==> src/rtl/fb_scanout_dma.sv <==
// Framebuffer scanout DMA: reads an H_RES x V_RES RGB565 frame over Avalon-MM and streams RGB888 pixels.
// Defining FB_SCANOUT_STATS_EN adds the underflow_cnt output and its counter.
module fb_scanout_dma #(
  parameter int H_RES      = 320,
  parameter int V_RES      = 240,
  parameter int FIFO_DEPTH = 32
) (
  input  logic        clk,
  input  logic        reset_n,
  input  logic        enable,
  input  logic [31:0] fb_base,
  input  logic        swap_req,
  output logic        swap_ack,
  output logic [31:0] avm_address,
  output logic        avm_read,
  input  logic        avm_waitrequest,
  input  logic [15:0] avm_readdata,
  input  logic        avm_readdatavalid,
  output logic [23:0] aso_data,
  output logic        aso_valid,
  input  logic        aso_ready,
  output logic        aso_sop,
  output logic        aso_eop,
  output logic        busy
`ifdef FB_SCANOUT_STATS_EN
  ,
  output logic [15:0] underflow_cnt
`endif
);

  localparam int TOTAL = H_RES * V_RES;
  localparam int IDX_W = $clog2(TOTAL + 1);
  localparam int PTR_W = $clog2(FIFO_DEPTH);
  localparam int CNT_W = $clog2(FIFO_DEPTH + 1);
  localparam logic [IDX_W-1:0] LAST_IDX  = IDX_W'(TOTAL - 1);
  localparam logic [IDX_W-1:0] TOTAL_IDX = IDX_W'(TOTAL);
  localparam logic [CNT_W:0]   DEPTH_EXT = (CNT_W + 1)'(FIFO_DEPTH);

  typedef enum logic [1:0] {IDLE, FETCH, DRAIN} state_t;

  state_t            state, state_next;
  logic              start;
  logic [31:0]       cur_base;
  logic              swap_pending;
  logic [IDX_W-1:0]  rd_idx;
  logic [IDX_W-1:0]  pop_idx;
  logic [CNT_W-1:0]  pending;
  logic [CNT_W-1:0]  fifo_count;
  logic [PTR_W-1:0]  wr_ptr, rd_ptr;
  logic [15:0]       mem [FIFO_DEPTH];
  logic              room, accept, push, pop;
  logic [15:0]       head;

  always_comb begin
    state_next = state;
    start      = 1'b0;
    case (state)
      IDLE: begin
        if (enable) begin
          state_next = FETCH;
          start      = 1'b1;
        end
      end
      FETCH: begin
        if (accept && rd_idx == LAST_IDX) state_next = DRAIN;
      end
      DRAIN: begin
        if (pending == '0 && fifo_count == '0 && pop_idx == TOTAL_IDX) state_next = IDLE;
      end
      default: state_next = IDLE;
    endcase
  end

  always_ff @(posedge clk or negedge reset_n) begin
    if (!reset_n) state <= IDLE;
    else          state <= state_next;
  end

  // Reads in flight plus stored pixels never exceed the FIFO, so returns always fit.
  assign room        = ({1'b0, fifo_count} + {1'b0, pending}) < DEPTH_EXT;
  assign avm_read    = (state == FETCH) && room;
  assign avm_address = cur_base + (32'(rd_idx) << 1);
  assign accept      = avm_read && !avm_waitrequest;
  assign push        = avm_readdatavalid && (pending != '0);
  assign aso_valid   = (fifo_count != '0);
  assign pop         = aso_valid && aso_ready;
  assign busy        = (state != IDLE);

  always_ff @(posedge clk or negedge reset_n) begin
    if (!reset_n) begin
      swap_pending <= 1'b0;
      swap_ack     <= 1'b0;
      cur_base     <= '0;
    end else begin
      swap_pending <= (swap_pending && !start) || swap_req;
      swap_ack     <= start && swap_pending;
      if (start && swap_pending) cur_base <= fb_base;
    end
  end

  always_ff @(posedge clk or negedge reset_n) begin
    if (!reset_n) begin
      rd_idx  <= '0;
      pop_idx <= '0;
    end else if (start) begin
      rd_idx  <= '0;
      pop_idx <= '0;
    end else begin
      if (accept) rd_idx  <= rd_idx + 1'b1;
      if (pop)    pop_idx <= pop_idx + 1'b1;
    end
  end

  // Returns that arrive with nothing outstanding belong to an abandoned frame.
  always_ff @(posedge clk or negedge reset_n) begin
    if (!reset_n) begin
      pending <= '0;
    end else begin
      case ({accept, push})
        2'b10:   pending <= pending + 1'b1;
        2'b01:   pending <= pending - 1'b1;
        default: pending <= pending;
      endcase
    end
  end

  always_ff @(posedge clk or negedge reset_n) begin
    if (!reset_n) begin
      wr_ptr     <= '0;
      rd_ptr     <= '0;
      fifo_count <= '0;
    end else begin
      if (push) wr_ptr <= wr_ptr + 1'b1;
      if (pop)  rd_ptr <= rd_ptr + 1'b1;
      case ({push, pop})
        2'b10:   fifo_count <= fifo_count + 1'b1;
        2'b01:   fifo_count <= fifo_count - 1'b1;
        default: fifo_count <= fifo_count;
      endcase
    end
  end

  always_ff @(posedge clk) begin
    if (push) mem[wr_ptr] <= avm_readdata;
  end

  assign head     = mem[rd_ptr];
  assign aso_data = aso_valid ? {head[15:11], head[15:13],
                                 head[10:5],  head[10:9],
                                 head[4:0],   head[4:2]} : 24'd0;
  assign aso_sop  = aso_valid && (pop_idx == '0);
  assign aso_eop  = aso_valid && (pop_idx == LAST_IDX);

`ifdef FB_SCANOUT_STATS_EN
  always_ff @(posedge clk or negedge reset_n) begin
    if (!reset_n) begin
      underflow_cnt <= '0;
    end else if (start) begin
      underflow_cnt <= '0;
    end else if (busy && aso_ready && !aso_valid && pop_idx != TOTAL_IDX &&
                 underflow_cnt != 16'hFFFF) begin
      underflow_cnt <= underflow_cnt + 16'd1;
    end
  end
`endif

endmodule

==> config.mk <==
export PLATFORM = sky130hd
export DESIGN_NAME = fb_scanout_dma
export DESIGN_NICKNAME = d
export VERILOG_FILES = /design/src/rtl/fb_scanout_dma.sv
export SDC_FILE = /design/constraint.sdc
export NUM_CORES = 1
export LEC_CHECK = 0
export CAP_MARGIN = 25
export CELL_PAD_IN_SITES_DETAIL_PLACEMENT = 2
export CELL_PAD_IN_SITES_GLOBAL_PLACEMENT = 2
export CORE_ASPECT_RATIO = 1.1
export CORE_MARGIN = 3
export CORE_UTILIZATION = 42
export DETAILED_ROUTE_END_ITERATION = 10
export GPL_ROUTABILITY_DRIVEN = 1
export GPL_TIMING_DRIVEN = 0
export PLACE_DENSITY_LB_ADDON = 0.1
export SYNTH_ARGS = -nofsm -noshare
export SYNTH_HDL_FRONTEND = slang
export SYNTH_SLANG_ARGS = --single-unit
==> constraint.sdc <==
create_clock -name clk -period 3.3 [get_ports clk]
set_input_delay 0.66 -clock clk [delete_from_list [all_inputs] [get_ports clk]]
set_output_delay 0.66 -clock clk [all_outputs]
set_load 0.02 [all_outputs]
# Word-level counts from Yosys, hierarchy flattened
# Memories as Yosys holds them, arrays and structs flattened.
# Index checks and enable logic that the tools add are counted.
# Widths: inputs -> output; s select.
[op_classes]
n_addsub = 10
reduce_logical = 26
n_eq_ne = 12
magnitude_cmp = 1
mux = 15
[ops]
columns = ["cell", "n"]
rows = [
  ["$mux 17", 4],
  ["$eq 17x17->1 const B", 3],
  ["$add 17x1->17 const B", 2],
  ["$add 32x18->32", 1],
  ["$mux 24", 1],
  ["$pmux 6 s2", 2],
  ["$logic_not 17->1", 1],
  ["$add 6x1->6 const B", 2],
  ["$logic_not 6->1", 2],
  ["$reduce_bool 6->1", 2],
  ["$sub 6x1->6 const B", 2],
  ["$logic_and 1x1->1", 11],
  ["$add 5x1->5 const B", 2],
  ["$reduce_bool 2->1", 5],
  ["$add 6x6->7", 1],
  ["$lt 7x6->1 const B", 1],
  ["$eq 2x1->1 const B", 3],
  ["$eq 2x2->1 const B", 3],
  ["$mux 2", 3],
  ["$ne 2x2->1 const B", 3],
  ["$pmux 2 s3", 1],
  ["$mux 1", 4],
  ["$reduce_and 3->1", 1],
  ["$logic_not 1->1", 2],
  ["other kinds (2)", 2],
]
[word_totals]
ff_bits = 92
output_inout_bits = 62
n_memories = 1
in_bits = 55
ramBits = 512
[mem_list]
columns = ["name", "depth", "width", "rd", "rd_ports_with_merged_regs", "write_ports", "line_no", "text"]
rows = [
  ["mem", 32, 16, 1, 0, 1, "50", "logic [15:0] mem [FIFO_DEPTH];"],
]

# Logic depth before layout (Yosys ltp)
# Gate-level depths: netlist (run 1).
[logic_depth]
ltp_word = 7
ltp_mapped = 13
ltp_nobuf = 12

# Worst setup path before layout (run 1)
# OpenSTA, ideal clock, no wires.
[synth_path]
path_kind = "register to output"
start = "reg rd_idx[0]"
end = "out avm_address[23]"
path_slack_ps = 162
path_buffers = 0
path_stages_with_launch = 10
required_ps = 2640
arrival_time_ps = 2478
cell_sequence = "dfrtp_1 -> ha_1 -> inv_1 -> fa_1 -> nand2b_1 -> a21oi_1 -> o21ai_1 -> a211oi_1 -> o211ai_1 -> xnor2_1"
[synth_via]
elab_chain_len = 1
[synth_lines]
columns = ["item", "line_no", "text"]
rows = [
  ["from (decl)", "45", "logic [IDX_W-1:0] rd_idx;"],
  ["from (signal assigned)", "109", "if (accept) rd_idx <= rd_idx + 1'b1;"],
  ["$add 32x18->32", "82", "assign avm_address = cur_base + (32'(rd_idx) << 1);"],
  ["to (decl)", "14", "output logic [31:0] avm_address,"],
]
# Every way passes these cells.

# Final worst setup path (run 1)
[layout_path]
start = "reg rd_ptr[0]"
end = "out aso_data[14]"
[layout_via]
elab_chain_len = 2
[layout_lines]
columns = ["item", "line_no", "text"]
rows = [
  ["from (decl)", "49", "logic [PTR_W-1:0] wr_ptr, rd_ptr;"],
  ["from (signal assigned)", "134", "if (pop) rd_ptr <= rd_ptr + 1'b1;"],
  ["$mem_v2 32x16", "--", ""],
  ["$mux 24", "148", "assign aso_data = aso_valid ? {head[15:11], head[15:13],"],
  ["to (decl)", "19", "output logic [23:0] aso_data,"],
]
# Every way passes these cells.

==> results.ini, run 1 <==
[power_and_ir_drop]
p_per_area_nw_per_um2=840
vdd_drop_max_mv=0.771
leakagePower_nw=11.4

[sta]
rsz0062_at_grt=true
tightest_slew_ps=928
setup_viol=47
drv_slew=0
relSlewSlack=0.378
clock.fmax_ghz=0.267
min_period_over_period=1.14
fin_crit_ps=3750
fin_skew_ps=18.6
setup_tns_ps=-13300
worst_hold_slack_ps=31.7
finalWorstSetupSlack_ps=-450
final_hold_viol_count=0

[synthesis]
synth_top_family_by_area=multiplexers
synth_edf_count=512
synth-adder-area-share=0.0221
synth_area_um2=25400
yosys_warnings=0
synth_fp_nets=1492
synthSimpleGateAreaFrac=0.0490
async_reset_ff_frac=0.152
synthDistinctLibCells=64
syn_area_per_cell_um2=18.2
synth_compound_area_frac=0.0264
syn_inst=1394
synthFlopType=edfxtp_1
yosysSeqAreaShare=0.697
synth-seq-cells=604
synthMuxAreaShare=0.156
synth_xor_xnor_area_share=0.0259

[worst_setup_path]
cp-start-kind=flip-flop
worstSetupEndpointType=output port
crit_type=flip-flop to output port
cp_max_fo=8
cp.required_ps=2640
cp.arrival_ps=3090

[floorplan]
chipHeight_um=264
io_pins=117
start_util=0.429
rows=93
die_x_um=240
core_area_um2=59100
dieArea_um2=63400

[finish]
final_util=0.548
final_nets=1814
syn_to_final_growth_pct=27.8
stdcell_count=2525
final_cell_mix=edfxtp_1 (512), mux4_2 (160), buf_4 (108), dfrtp_1 (73), clkbuf_16 (69)
drive_gt1_frac=0.384
fillCellCount=5039
layout_commonest_cell=edfxtp_1

[routing]
drt_wl_total_um=76900
first_pass_iters=5
drt-wirelength-per-cell_um=30.4
via_per_inst=5.73
drt_iter0_drc=1322
drc=0
drtAntennaViolNets=0
vias=14500

[clock_network]
cts_made_buffers=66
cts.clk_slew.worst_paths_ps=60
clkSinkCount=604
h-tree-depth=3
clk_path_buf_depth=3
postCtsHoldBufs=0
cts_tree=built
clkLatencyLatePin_ps=600
ctsRootBufferMaster=clkbuf_16

[placed_design]
numPortBuffers=116
preCtsSetupSlack_ps=-1300
gp_congestion=0.802
dpl.hpwl_um=50800
placed_cells=2316

[outcome]
violations=negative setup slack
outcome=finished with violations

[grt]
overflow=0
grt_max_degree=63
grt_first_pass_wirelength_um=111000
grt_usage=0.242
grt_pass1_vias=15900
antenna_found_initial=5

[hold_path]
hold_path_class=input pin to asynchronous set/reset pin

[run]
drv_cap=0

## state kept, by name, summed over array words and instances, names as in the netlist
name and cells:
pending 6, rd_idx 17, pop_idx 17, state 2, rd_ptr 5, fifo_count 6, wr_ptr 5, swap_ack 1
cur_base 32, swap_pending 1, mem 512
## metal layers
layer | share of wire | global-route usage | up-vias | wire length, um
met2 | 0.51 | 0.408 | 484 | 39100
met4 | 0.036 | 0.0881 | 2 | 2760
met1 | 0.40 | 0.320 | 7706 | 30700
li1 | - | - | 6157 | -
met5 | 0.00014 | 0 | - | 11
met3 | 0.056 | 0.0381 | 130 | 4280
## cell families after synthesis
family | after synthesis
DFF | 604
and+or+nand+nor | 251
muxes | 191
buffers and inverters | 126
AOI/OAI and AO/OA | 104
xor gates and xnor gates | 75
adders and majority gates | 43
## critical path, stage by stage (launching register included)
cell and delay [ps]:
dfrtp_2 390, buf_6 110, buf_12 180, buf_16 160, mux4_2 560, mux4_2 620
inv_2 110, o22ai_4 80, buf_6 130, buf_6 120
## cell usage after synthesis, types with 7 or more instances
cell	number	area [um2]
buf_1	7	26.3
mux4_2	160	3600
dfrtp_1	92	2300
nor4_1	11	68.8
o21ai_1	17	85.1
and3_1	10	62.6
edfxtp_1	512	15400
mux2_1	30	338
o21ai_0	7	35.0
nand2_1	52	195
buf_6	10	113
xnor2_1	50	438
nand4_1	14	87.6
ha_1	40	500
xor2_1	25	219
nor2_1	80	300
buf_2	12	60.1
buf_4	10	75.1
clkbuf_1	28	105
nand3_1	29	145
a21oi_1	24	120
inv_1	55	206
a21o_1	10	75.1
nor3_1	11	55.1
o22ai_1	17	106
## power by group
part	leakage, nW	internal [W]	switching, W
sequential	5.76	0.00891	0.000391
clock	1.00	0.00410	0.00311
combinational	4.62	0.00503	0.00570
## timing repair
| item | in CTS | in global routing |
|---|---|---|
| pin swaps | 43 | 57 |
| setup endpoints to repair | 61 | 53 |
| gates resized for setup | 445 | 114 |
| gates cloned | 5 | 0 |
| buffers inserted | 49 | 47 |
## layout make-up
class | count | area, um2 | share of cell area
antenna | 1 | 2.50 | 0.0000772
buffer | 61 | 552 | 0.0170
clock buffer | 78 | 1740 | 0.0537
clock inverter | 38 | 330 | 0.0102
inverter | 59 | 234 | 0.00722
multi-input combinational | 664 | 8030 | 0.248
sequential | 604 | 17700 | 0.546
tap | 760 | 951 | 0.0293
timing repair buffer | 260 | 2870 | 0.0886
## stage by stage
| stage | power [W] | instance area (um2) |
|---|---|---|
| global route | 0.0284 | 32400 |
| floorplan | 0.0149 | 25400 |
| CTS | 0.0270 | 31700 |
| detailed placement | 0.0186 | 28400 |
| finish | 0.0272 | 32400 |
| global placement | 0.0181 | 27500 |
## path summary, 6_finish.rpt
check                                            endpoint  cells after the start  slack (ps)                    start
worst max-delay path                         aso_data[14]                      9        -450    rd_ptr[0]$_DFFE_PN0P_
worst min-delay path            fifo_count[4]$_DFFE_PN0P_                      1          30                  reset_n
worst max register to register     pending[5]$_DFFE_PN0P_                     13         170   pending[5]$_DFFE_PN0P_
worst min register to register    cur_base[0]$_DFFE_PN0P_                      1         500  cur_base[0]$_DFFE_PN0P_
max in group asynchronous          rd_idx[14]$_DFFE_PN0P_                      2        2540                  reset_n
min in group clk                  cur_base[0]$_DFFE_PN0P_                      1         500  cur_base[0]$_DFFE_PN0P_
Power figures use the tool's default switching activity.
==> run 2, diff against run 1 <==
--- a/config.mk
+++ b/config.mk
@@ -15,6 +15,7 @@
 export GPL_ROUTABILITY_DRIVEN = 1
 export GPL_TIMING_DRIVEN = 0
 export PLACE_DENSITY_LB_ADDON = 0.1
+export RECOVER_POWER = 25
 export SYNTH_ARGS = -nofsm -noshare
 export SYNTH_HDL_FRONTEND = slang
 export SYNTH_SLANG_ARGS = --single-unit
==> run 2 against run 1 <==
  * The run ends with max-capacitance violations, max-slew violations, negative setup slack left
  * Non-clock buffer count unchanged
  * Worst setup slack about the same
  * Sequential share of layout area up 0.14 points
  * Maximum frequency about the same
  * Clock skew about the same
  * Clock-buffer cell count unchanged
  * Largest cell class unchanged
  * Design area down 0.25%
==> results.ini, run 2 (synthesized netlist as in run 1, its figures left out) <==
[routing]
drc=0
drt_iter0_drc=1281
drt-wirelength-per-cell_um=30.5
drtAntennaViolNets=0
first_pass_iters=5
via_per_inst=5.74
drt_wl_total_um=77000
vias=14500

[placed_design]
dpl.hpwl_um=50800
preCtsSetupSlack_ps=-1300
gp_congestion=0.802
placed_cells=2316
dpl_cell_area_um2=28400
numPortBuffers=116

[worst_setup_path]
worstSetupEndpointType=output port
cp.required_ps=2640
cp-start-kind=flip-flop
cp.arrival_ps=3090
cp_max_fo=8
ff2ff_path_depth=13
crit_type=flip-flop to output port

[power_and_ir_drop]
p_sw_frac=0.338
p_comb_frac=0.394
vdd_drop_max_mv=0.771
intPower_w=0.0180
leakagePower_nw=11.3
p_sw_w=0.00921
pwr-share-clk=0.265
p_per_area_nw_per_um2=842
seqPwrFrac=0.341

[hold_path]
holdPathStages=1
hold_path_class=flip-flop to flip-flop

[finish]
stdcell_count=2525
final-seq-area_um2=17700
final_nets=1814
multi_input_area_um2=8030
drive_gt1_frac=0.382
reg.largest.list=mem: 512 flops, cur_base: 32 flops
fin_area_um2=32300
fillCellCount=5045
layout_commonest_cell=edfxtp_1
largest_register_ffs=512
syn_to_final_growth_pct=27.5
regMostFlops=mem
final_cell_mix=edfxtp_1 (512), mux4_2 (160), buf_4 (107), dfrtp_1 (73), clkbuf_16 (68)

[clock_network]
cts_made_buffers=66
clk_path_buf_depth=3
cts_tree=built
clkLatencyLatePin_ps=600
h-tree-depth=3
clkSinkCount=604
ctsRootBufferMaster=clkbuf_16
cts.clk_slew.worst_paths_ps=60

[outcome]
violations=max-capacitance violations, max-slew violations, negative setup slack
outcome=finished with violations

[sta]
finalWorstSetupSlack_ps=-450
min_period_over_period=1.14
drv_slew=32
relSlewSlack=-0.331
fin_crit_ps=3750
rsz0062_at_grt=true
setup_viol=47
fin_skew_ps=18.7
setup_tns_ps=-13270
clock.fmax_ghz=0.267
worst_hold_slack_ps=496
final_hold_viol_count=0
tightest_slew_ps=2000

[grt]
grt_first_pass_wirelength_um=111000
grt_pass1_vias=15900
overflow=0
grt_usage=0.242
antenna_found_initial=5
grt_max_degree=63

[floorplan]
io_pins=117
chipHeight_um=264
core_area_um2=59100
die_x_um=240
start_util=0.429
rows=93
dieArea_um2=63400

[run]
drv_cap=1

[run 2: cell types whose count changed in the layout (fill, tap and decap cells not counted), sizes merged]
cell,previous run,this run
dlygate4sd3,0,13
clkbuf,105,109
clkdlybuf4s50,60,47
buf,227,223
[run 2: timing repair]
action                                  4_1_cts  5_1_grt
resized for setup                           445      114
pin swaps                                    43       57
cloned                                        5        0
endpoints found under the setup margin       61       53
hold buffers                                  0        0
setup buffers                                49       47
[run 2: layer usage]
metal | track usage | up-vias | part of all wire
li1 | - | 6164 | -
met1 | 0.320 | 7721 | 0.40
met2 | 0.408 | 481 | 0.51
met3 | 0.0381 | 120 | 0.055
met4 | 0.0881 | 2 | 0.035
met5 | 0 | - | 0.00014
[run 2: worst paths after layout]
path	from	slack, ps	end
max in group asynchronous	reset_n	660	rd_idx[14]$_DFFE_PN0P_
hold / removal	cur_base[0]$_DFFE_PN0P_	500	cur_base[0]$_DFFE_PN0P_
hold reg to reg	cur_base[0]$_DFFE_PN0P_	500	cur_base[0]$_DFFE_PN0P_
setup / recovery	rd_ptr[0]$_DFFE_PN0P_	-450	aso_data[14]
setup reg to reg	pending[5]$_DFFE_PN0P_	160	pending[5]$_DFFE_PN0P_
min in group asynchronous	reset_n	620	fifo_count[4]$_DFFE_PN0P_
[run 2: power by group through the flow]
| stage | Clock (W) | Sequential, W | Combinational, W |
|---|---|---|---|
| global route | 0.00766 | 0.00935 | 0.0114 |
| CTS | 0.00736 | 0.00930 | 0.0103 |
| finish | 0.00722 | 0.00930 | 0.0107 |
| floorplan | 0 | 0.00928 | 0.00561 |
| detailed placement | 0 | 0.00943 | 0.00920 |
| global placement | 0 | 0.00940 | 0.00869 |
[run 2: through the flow]
stage,power (W),utilization
global placement,0.0181,0.465
CTS,0.0270,0.536
detailed placement,0.0186,0.480
global route,0.0284,0.547
finish,0.0272,0.547
floorplan,0.0149,-
[run 2: area by class of cell]
cell class	count	share of cell area
multi-input combinational	664	0.248
sequential	604	0.548
tap	760	0.0294
timing repair buffer	260	0.0863
clock inverter	38	0.0102
antenna	1	0.0000774
inverter	59	0.00724
buffer	61	0.0171
clock buffer	78	0.0538
[run 2: critical path, cell delays in order, from the launching register on]
cell,delay [ps]
dfrtp_2,390
buf_6,110
buf_12,180
buf_16,160
mux4_2,560
mux4_2,620
inv_2,110
o22ai_4,80
buf_6,130
buf_6,120
==> run 3, diff against run 2 <==
--- a/config.mk
+++ b/config.mk
@@ -10,12 +10,13 @@
 export CELL_PAD_IN_SITES_GLOBAL_PLACEMENT = 2
 export CORE_ASPECT_RATIO = 1.1
 export CORE_MARGIN = 3
-export CORE_UTILIZATION = 42
+export CORE_UTILIZATION = 38
 export DETAILED_ROUTE_END_ITERATION = 10
 export GPL_ROUTABILITY_DRIVEN = 1
 export GPL_TIMING_DRIVEN = 0
 export PLACE_DENSITY_LB_ADDON = 0.1
 export RECOVER_POWER = 25
+export SKIP_CTS_REPAIR_TIMING = 1
 export SYNTH_ARGS = -nofsm -noshare
 export SYNTH_HDL_FRONTEND = slang
 export SYNTH_SLANG_ARGS = --single-unit
==> run 3 against run 2 <==
  * The run still ends with max-capacitance violations, max-slew violations, negative setup slack left
  * Clock-buffer cell count increased by 6
  * Clock skew increased by 3.6 ps
  * Worst setup slack got worse by 33 ps
  * Register-to-register slack improved by 20 ps
  * Sequential share of layout area decreased by 0.68 points
  * Highest routed layer is now met4
==> results.ini, run 3 (synthesized netlist as in run 1, its figures left out) <==
[worst_setup_path]
slowest_stage=mux4_2
critPathBufInv=6
cp.arrival_ps=3120
r2r-end=fifo_count[5]$_DFFE_PN0P_
r2r_start=fifo_count[1]$_DFFE_PN0P_
ff2ff_path_depth=10
cpMostUsedCell=buf_6
cpPeakStageDelay_ps=560
crit_cells=9
cp.required_ps=2640
path_delay_family=multiplexers
crit_path_cell_trace=buf_6, clkbuf_16, clkbuf_16, mux4_2, mux4_2, inv_2, o22ai_4, buf_6, buf_6
cp_max_fo=8
crit_type=flip-flop to output port
ff2ff_setup_slack_ps=180
cp-start-kind=flip-flop
worstSetupEndpointType=output port

[placed_design]
dpl.hpwl_um=50700
gp_congestion=0.759
dpl_cell_area_um2=28400
placed_cells=2401
numPortBuffers=116

[finish]
regMostFlops=mem
fin_area_um2=32700
stdcell_count=2631
final_cell_mix=edfxtp_1 (512), mux4_2 (160), buf_4 (112), dfrtp_1 (78), clkbuf_16 (76)
reg.largest.list=mem: 512 flops, cur_base: 32 flops
drive_gt1_frac=0.378
final_nets=1830
syn_to_final_growth_pct=29.0
layout_commonest_cell=edfxtp_1
largest_register_ffs=512

[hold_path]
hold_path_class=flip-flop to flip-flop
hp-start=cur_base[0]$_DFFE_PN0P_
holdPathStages=1
min_to=cur_base[0]$_DFFE_PN0P_

[sta]
rsz0062_at_grt=true
setup_viol=46
min_period_over_period=1.15
final_hold_viol_count=0
finalWorstSetupSlack_ps=-483
setup_tns_ps=-13780
fin_skew_ps=22.3
tightest_slew_ps=1990
relSlewSlack=-0.324
clock.fmax_ghz=0.264
fin_crit_ps=3780
drv_slew=35

[routing]
via_per_inst=5.52
wl_met2_um=41200
drt_iter0_drc=1060
wl_met1_um=31400
first_pass_iters=5
drt-wirelength-per-cell_um=29.5
drtAntennaViolNets=0
dr_wl_met3_um=3320
vias=14500
drt_wl_total_um=77600
drc=0
dr.max_layer_used=met4

[floorplan]
rows=98
chipHeight_um=277
core_area_um2=65500
io_pins=117
start_util=0.387
die_x_um=252
dieArea_um2=69900

[grt]
overflow=0
grt_usage=0.211
grt_max_degree=60
antenna_found_initial=0
grt_pass1_vias=15700
grt_first_pass_wirelength_um=108000

[clock_network]
clkSinkCount=604
cts_made_buffers=68
cts.clk_slew.worst_paths_ps=60
cts_tree=built
clkLatencyLatePin_ps=600
clk_path_buf_depth=3
ctsRootBufferMaster=clkbuf_16
h-tree-depth=3

[power_and_ir_drop]
p_per_area_nw_per_um2=857
power_w=0.0280
vdd_drop_max_mv=0.914
leakagePower_nw=11.6

[outcome]
violations=max-capacitance violations, max-slew violations, negative setup slack
outcome=finished with violations

[run]
drv_cap=1

run 3: cell types whose count changed in the layout (fill, tap and decap cells not counted), moves of 6 or more:
cell and change:
clkbuf_16 +8, o22ai_4 +6, inv_2 +10, buf_16 +9, dlymetal6s2s_1 +10, inv_1 -8
run 3: worst register-to-register path, stage by stage, from the launching register on:
cell and delay, ps:
dfrtp_1 430, or4_4 610, o21ai_4 270, inv_2 170, ha_2 260, ha_1 280, a21o_1 210, a21oi_4 190
o41ai_1 100, nor4_1 360, xnor2_1 170
run 3: worst max-delay path by stage:
stage / from / to / slack (ps)
finish: rd_ptr[0]$_DFFE_PN0P_ / aso_data[21] / -480
global route: rd_ptr[0]$_DFFE_PN0P_ / aso_data[13] / -550
CTS: rd_ptr[1]$_DFFE_PN0P_ / aso_data[15] / -1820
detailed placement: rd_ptr[1]$_DFFE_PN0P_ / aso_data[15] / -1140
global placement: reset_n / cur_base[0]$_DFFE_PN0P_ / -2460
floorplan: rd_idx[0]$_DFFE_PN0P_ / avm_address[23] / 160
run 3: final cells by class:
| type | instances | area, um2 |
|---|---|---|
| tap | 850 | 1060 |
| timing repair buffer | 274 | 3060 |
| clock buffer | 84 | 1780 |
| multi-input combinational | 664 | 7940 |
| fill | 5879 | 32800 |
| clock inverter | 33 | 293 |
| sequential | 604 | 17700 |
| buffer | 61 | 653 |
| inverter | 59 | 228 |
| antenna | 2 | 5.00 |
run 3: where the power goes:
part	switching, W	internal [W]	leakage, nW
Clock	0.00312	0.00417	1.02
Combinational	0.00587	0.00557	4.80
Sequential	0.000415	0.00890	5.76
Total	0.00940	0.0186	11.6
run 3: metal layers:
metal | GRT usage | vias to the layer above
li1 | - | 6195
met1 | 0.273 | 7870
met2 | 0.373 | 363
met3 | 0.0296 | 92
met4 | 0.0592 | 0
met5 | 0 | -
run 3: stage by stage:
stage	setup WS, ps	util	hold WS [ps]
2_1_floorplan	162	-	364
3_3_place_gp	-2460	0.421	471
3_5_place_dp	-1140	0.434	481
4_1_cts	-1820	0.466	29.2
5_1_grt	-552	0.500	531
6_report	-483	0.500	488
==> RTL edit 1, RTL diff (config.mk and constraints of run 2) <==
The parameter `V_RES` goes from 240 to 480.
--- a/src/rtl/fb_scanout_dma.sv
+++ b/src/rtl/fb_scanout_dma.sv
@@ -3,5 +3,5 @@
 module fb_scanout_dma #(
   parameter int H_RES      = 320,
-  parameter int V_RES      = 240,
+  parameter int V_RES      = 480,
   parameter int FIFO_DEPTH = 32
 ) (
Function: no difference found for any inputs over 4 cycles, from zero or initial values and one cycle with reset_n low; that may be too few to reach the edited logic, so the function may still have changed.
==> RTL edit 1 against run 2 <==
Register-to-register slack got worse by 0.04 ns; clock power increased by 2%; die area shrank 0.56%; power rose by 7.2%; worst setup slack lost 0.11 ns; first-iteration DRC count fell by 7.0%; critical path type unchanged; sequential share of layout area grew 0.21 points; via count up 0.41%; synthesized area decreased by 0.57%; sequential cell count grew 2; cell area down 0.16%; the flow still finishes with violations (capacitance limit, slew limit, setup timing); wire length grew 3.4%; non-clock buffer count is 4 higher.
==> RTL edit 1: results (changes against run 2) <==
{| class="wikitable"
! Metric !! Value
|-
| Global-route wire length before repair || 114 mm (+2.1%)
|-
| Sw Share || 0.348 (+0.00944)
|-
| Number of placed instances with taps included || 2302 (-0.60%)
|-
| Share of cells above drive strength 1 || 0.389 (+0.00724)
|-
| Met3 demand-to-capacity share in global routing || 0.0352 (-0.00291)
|-
| Leading post-synthesis cells by instance count || edfxtp_1, mux4_2, dfrtp_1
|-
| Final std cells w/o fill || 2523 (-0.079%)
|-
| Number of nets in the final layout || 1812 (-0.11%)
|-
| Final setup vio count || 46 (-2.1%)
|-
| Routed wire length || 79.6 mm (+3.4%)
|-
| Total GRT Usage || 0.250 (+0.00794)
|-
| Final estimated routing congestion in global placement || 0.763 (-4.9%)
|-
| Largest net degree at the start of global routing || 62 (-1.6%)
|-
| Clk slew on worst S/H paths || 0.06 ns (about the same)
|-
| Delay of the slowest critical-path stage || 0.50 ns (-0.12 ns)
|-
| Critical path data arrival time || 3.20 ns (+0.11 ns)
|-
| Number of buffers inserted during clock tree synthesis || 68 (+3.0%)
|-
| Overall power || 0.0292 W (+7.2%)
|-
| Filler cell count || 5118 (+1.4%)
|-
| Worst setup margin || -0.559 ns (-0.109 ns)
|-
| Met3 wire length || 4.11 mm (-3.7%)
|-
| Standby leakage power || 11.4 nW (+0.87%)
|-
| Violated checks || capacitance limit, slew limit, setup timing
|-
| Power Sequential || 0.00952 W (+2.4%)
|-
| IR drop worst, VDD || 0.697 mV (-9.7%)
|-
| Final Max Slew Viols || 68 (+110%)
|-
| Number of unique standard cell types used by synthesis || 48 (-25%)
|-
| Setup bufs post-CTS || 67 (+37%)
|-
| Synth Net Count || 1483 (-0.60%)
|-
| CTS root buffer || clkbuf_16
|-
| Violation count after the first detailed-route iteration || 1191 (-7.0%)
|-
| Number of resized instances in the post-cts repair step || 557 (+25%)
|-
| Max-cap viol count || 2 (+1)
|-
| Metal-1 WL || 31.4 mm (+2.5%)
|-
| Met2 usage in global routing || 0.439 (+0.0309)
|-
| Sequential fraction of the synthesis area || 0.703 (+0.00600)
|-
| Critical path peak fanout || 7 (-1)
|-
| Worst-Skew Late Latency || 0.63 ns (+0.03 ns)
|-
| Total Negative Setup Slacks || -19.32 ns (-6.05 ns)
|-
| Dpl hpwl || 50.1 mm (-1.4%)
|-
| Area of the multi-input gates || 7700 µm² (-4.0%)
|-
| Number of cells produced by synthesis || 1384 (-0.72%)
|-
| Result of the run || complete, but fails checks
|-
| Combinational Power || 0.0123 W (+15%)
|}
RTL edit 1: cell types whose count changed in the layout (fill, tap and decap cells not counted), moves of 9 or more:
cell / delta
xor2_1: +19
a21oi_1: +10
xnor2_1: -12
buf_6: +26
o21ai_1: -9
mux2_2: +30
nand3_1: -13
mux2_1: -30
buf_4: -35
buf_8: +12
o22ai_4: +10
o21ai_0: +15
dfrtp_1: +9
RTL edit 1: cells by family after synthesis:
kind of cell / after synthesis / share of synthesized area
flops: 606 / 0.703
simple gates: 230 / 0.0426
mux: 191 / 0.157
buf+inv: 127 / 0.0213
compound gates: 111 / 0.0275
xor+xnor: 75 / 0.0261
fa+ha+maj: 44 / 0.0227
RTL edit 1: cell type report:
cell class                 instances  share of cell area
tap                              760              0.0295
timing repair buffer             264              0.0898
multi-input combinational        651               0.239
antenna                            1           0.0000775
buffer                            61              0.0192
clock buffer                      83              0.0548
inverter                          61             0.00795
clock inverter                    36              0.0103
sequential                       606               0.550
RTL edit 1: worst paths after layout:
| kind | start | cells after the start | slack, ns | endpoint |
|---|---|---|---|---|
| max | rd_ptr[0] | 9 | -0.56 | aso_data[22] |
| min | state[1] | 1 | 0.49 | state[0] |
| max reg2reg | pending[5] | 13 | 0.12 | pending[5] |
| min reg2reg | state[1] | 1 | 0.49 | state[0] |
| max in group asynchronous | reset_n | 2 | 0.71 | rd_idx[7] |
| min in group asynchronous | reset_n | 1 | 0.61 | pending[1] |
RTL edit 1: stage by stage:
| stage | hold WS [ns] | worst slack (ns) |
|---|---|---|
| 3_5_place_dp | 0.477 | -1.34 |
| 4_1_cts | 0.0127 | -0.706 |
| 5_1_grt | 0.529 | -0.711 |
| 2_1_floorplan | 0.364 | 0.0551 |
| 6_report | 0.490 | -0.559 |
| 3_3_place_gp | 0.468 | -2.51 |
==> RTL edit 2, RTL diff (settings of run 2) <==
Made on the original files. Re-encode `state_t` (3 states) as one-hot, 3 bits wide.
--- a/src/rtl/fb_scanout_dma.sv
+++ b/src/rtl/fb_scanout_dma.sv
@@ -37,5 +37,5 @@
   localparam logic [CNT_W:0]   DEPTH_EXT = (CNT_W + 1)'(FIFO_DEPTH);
 
-  typedef enum logic [1:0] {IDLE, FETCH, DRAIN} state_t;
+  typedef enum logic [2:0] {IDLE = 3'b001, FETCH = 3'b010, DRAIN = 3'b100} state_t;
 
   state_t            state, state_next;
Check against the original RTL: same outputs for any inputs over 4 cycles, from zero or initial values and one cycle with reset_n low; so few cycles prove little.
==> RTL edit 2 against run 2 <==
The flow still finishes with violations (capacitance limit, slew limit, setup timing); clock power is 5.1% higher; worst setup slack worse by 0.025 ns; synthesized area is 0.16% lower; global-route usage is 1.1 points higher; sequential cell count is 1 higher; wire length is 5.8% higher; power is 10% higher; die area is 0.15% lower; via count is 2.3% higher; cell area is 1.6% higher; critical path type unchanged; critical endpoint is now aso_data[15]; largest power group unchanged.
==> RTL edit 2: results (changes against run 2) <==
{| class="wikitable"
! Metric !! Value
|-
| Number of buffers inserted during clock tree synthesis || 67 (+1.5%)
|-
| Combinational Power || 0.0128 W (+20%)
|-
| Number of nets in the final layout || 1819 (+0.28%)
|-
| Worst reg2reg setup slack || 0.04 ns (-0.12 ns)
|-
| Inserted Diodes || 0 (-1)
|-
| Worst-Skew Late Latency || 0.62 ns (+0.02 ns)
|-
| Dpl hpwl || 49.2 mm (-3.3%)
|-
| Critical path peak fanout || 7 (-1)
|-
| Leading post-synthesis cells by instance count || edfxtp_1, mux4_2, dfrtp_1
|-
| Filler cell count || 5027 (-0.36%)
|-
| Initial antenna violation count || 0 (-5)
|-
| Result of the run || complete, but fails checks
|-
| Worst slew pin tran || 1.70 ns (-0.292 ns)
|-
| Synth Net Count || 1494 (+0.13%)
|-
| Number of global-route vias before repair || 16.1k (+0.98%)
|-
| Sequential fraction of the synthesis area || 0.699 (+0.00214)
|-
| Final Max Slew Viols || 62 (+94%)
|-
| Critical path destination || aso_data[15]
|-
| Global-route wire length before repair || 116 mm (+4.4%)
|-
| Routed wire length || 81.4 mm (+5.8%)
|-
| Average via count per standard cell || 5.86 (+2.0%)
|-
| Share of total power in the clock network || 0.254 (-0.011)
|-
| Largest net degree at the start of global routing || 50 (-21%)
|-
| Clock skew || 0.0414 ns (+0.0228 ns)
|-
| Int Pwr || 0.0197 W (+9.1%)
|-
| IR drop worst, VDD || 0.957 mV (+24%)
|-
| Worst setup margin || -0.475 ns (-0.0254 ns)
|-
| Final estimated routing congestion in global placement || 0.767 (-4.4%)
|-
| Violated checks || capacitance limit, slew limit, setup timing
|-
| Max-cap viol count || 2 (+1)
|-
| Final setup vio count || 42 (-11%)
|-
| Reg2reg path depth || 14 (+1)
|-
| Complex-gate fraction of the synthesized area || 0.0301 (+0.00375)
|-
| Synth top area cells || edfxtp_1, mux4_2, dfrtp_1
|-
| Number of unique standard cell types used by synthesis || 57 (-11%)
|-
| Post-Synth Adder-Cell Area || 0.0221 (+0.0000350)
|}
RTL edit 2: logic make-up after synthesis:
logic type | count (synthesis)
flops | 605
simple gates | 253
mux | 190
compound gates | 121
buf+inv | 111
xor+xnor | 73
fa+ha+maj | 43
RTL edit 2: layer usage:
layer | vias up | global-route usage | wire length, µm
li1 | 6185 | - | -
met5 | - | 0 | 0
met3 | 112 | 0.0403 | 4200
met4 | 0 | 0.0678 | 2030
met1 | 8000 | 0.333 | 32500
met2 | 517 | 0.440 | 42700
RTL edit 2: what timing repair did:
item	CTS	global route
pin swaps	38	50
gates cloned	4	7
gates resized for setup	507	112
buffers inserted	42	42
endpoints found under the setup margin	62	56
RTL edit 2: critical path: stages, from the launching register on:
cell	delay, ns
dfrtp_2	0.47
buf_6	0.14
buf_12	0.15
buf_12	0.15
mux4_2	0.54
mux4_2	0.54
nand3_2	0.13
o21ai_4	0.11
buf_6	0.14
buf_6	0.12
RTL edit 2: final cells by class:
type | instances | share of cell area
Sequential cell | 605 | 0.539
Timing Repair Buffer | 259 | 0.0922
Multi-Input combinational cell | 680 | 0.247
Clock buffer | 89 | 0.0571
Buffer | 64 | 0.0219
Tap cell | 760 | 0.0289
Inverter | 44 | 0.00503
Clock inverter | 29 | 0.00834
RTL edit 2: per-stage QoR:
step / cell area, µm² / hold slack (ns) / std cells / TNS [ns] / setup slack [ns]
final: 32800 / 0.367 / 2530 / -12.77 / -0.475
after global placement: 27400 / 0.467 / 2272 / -712.24 / -2.32
after detailed placement: 28300 / 0.476 / 2312 / -96.77 / -0.999
after floorplan: 25300 / 0.364 / 1396 / 0 / 0.0970
after CTS: 31800 / 0.0862 / 2474 / -13.66 / -0.465
after global routing: 32800 / 0.444 / 2530 / -16.13 / -0.503
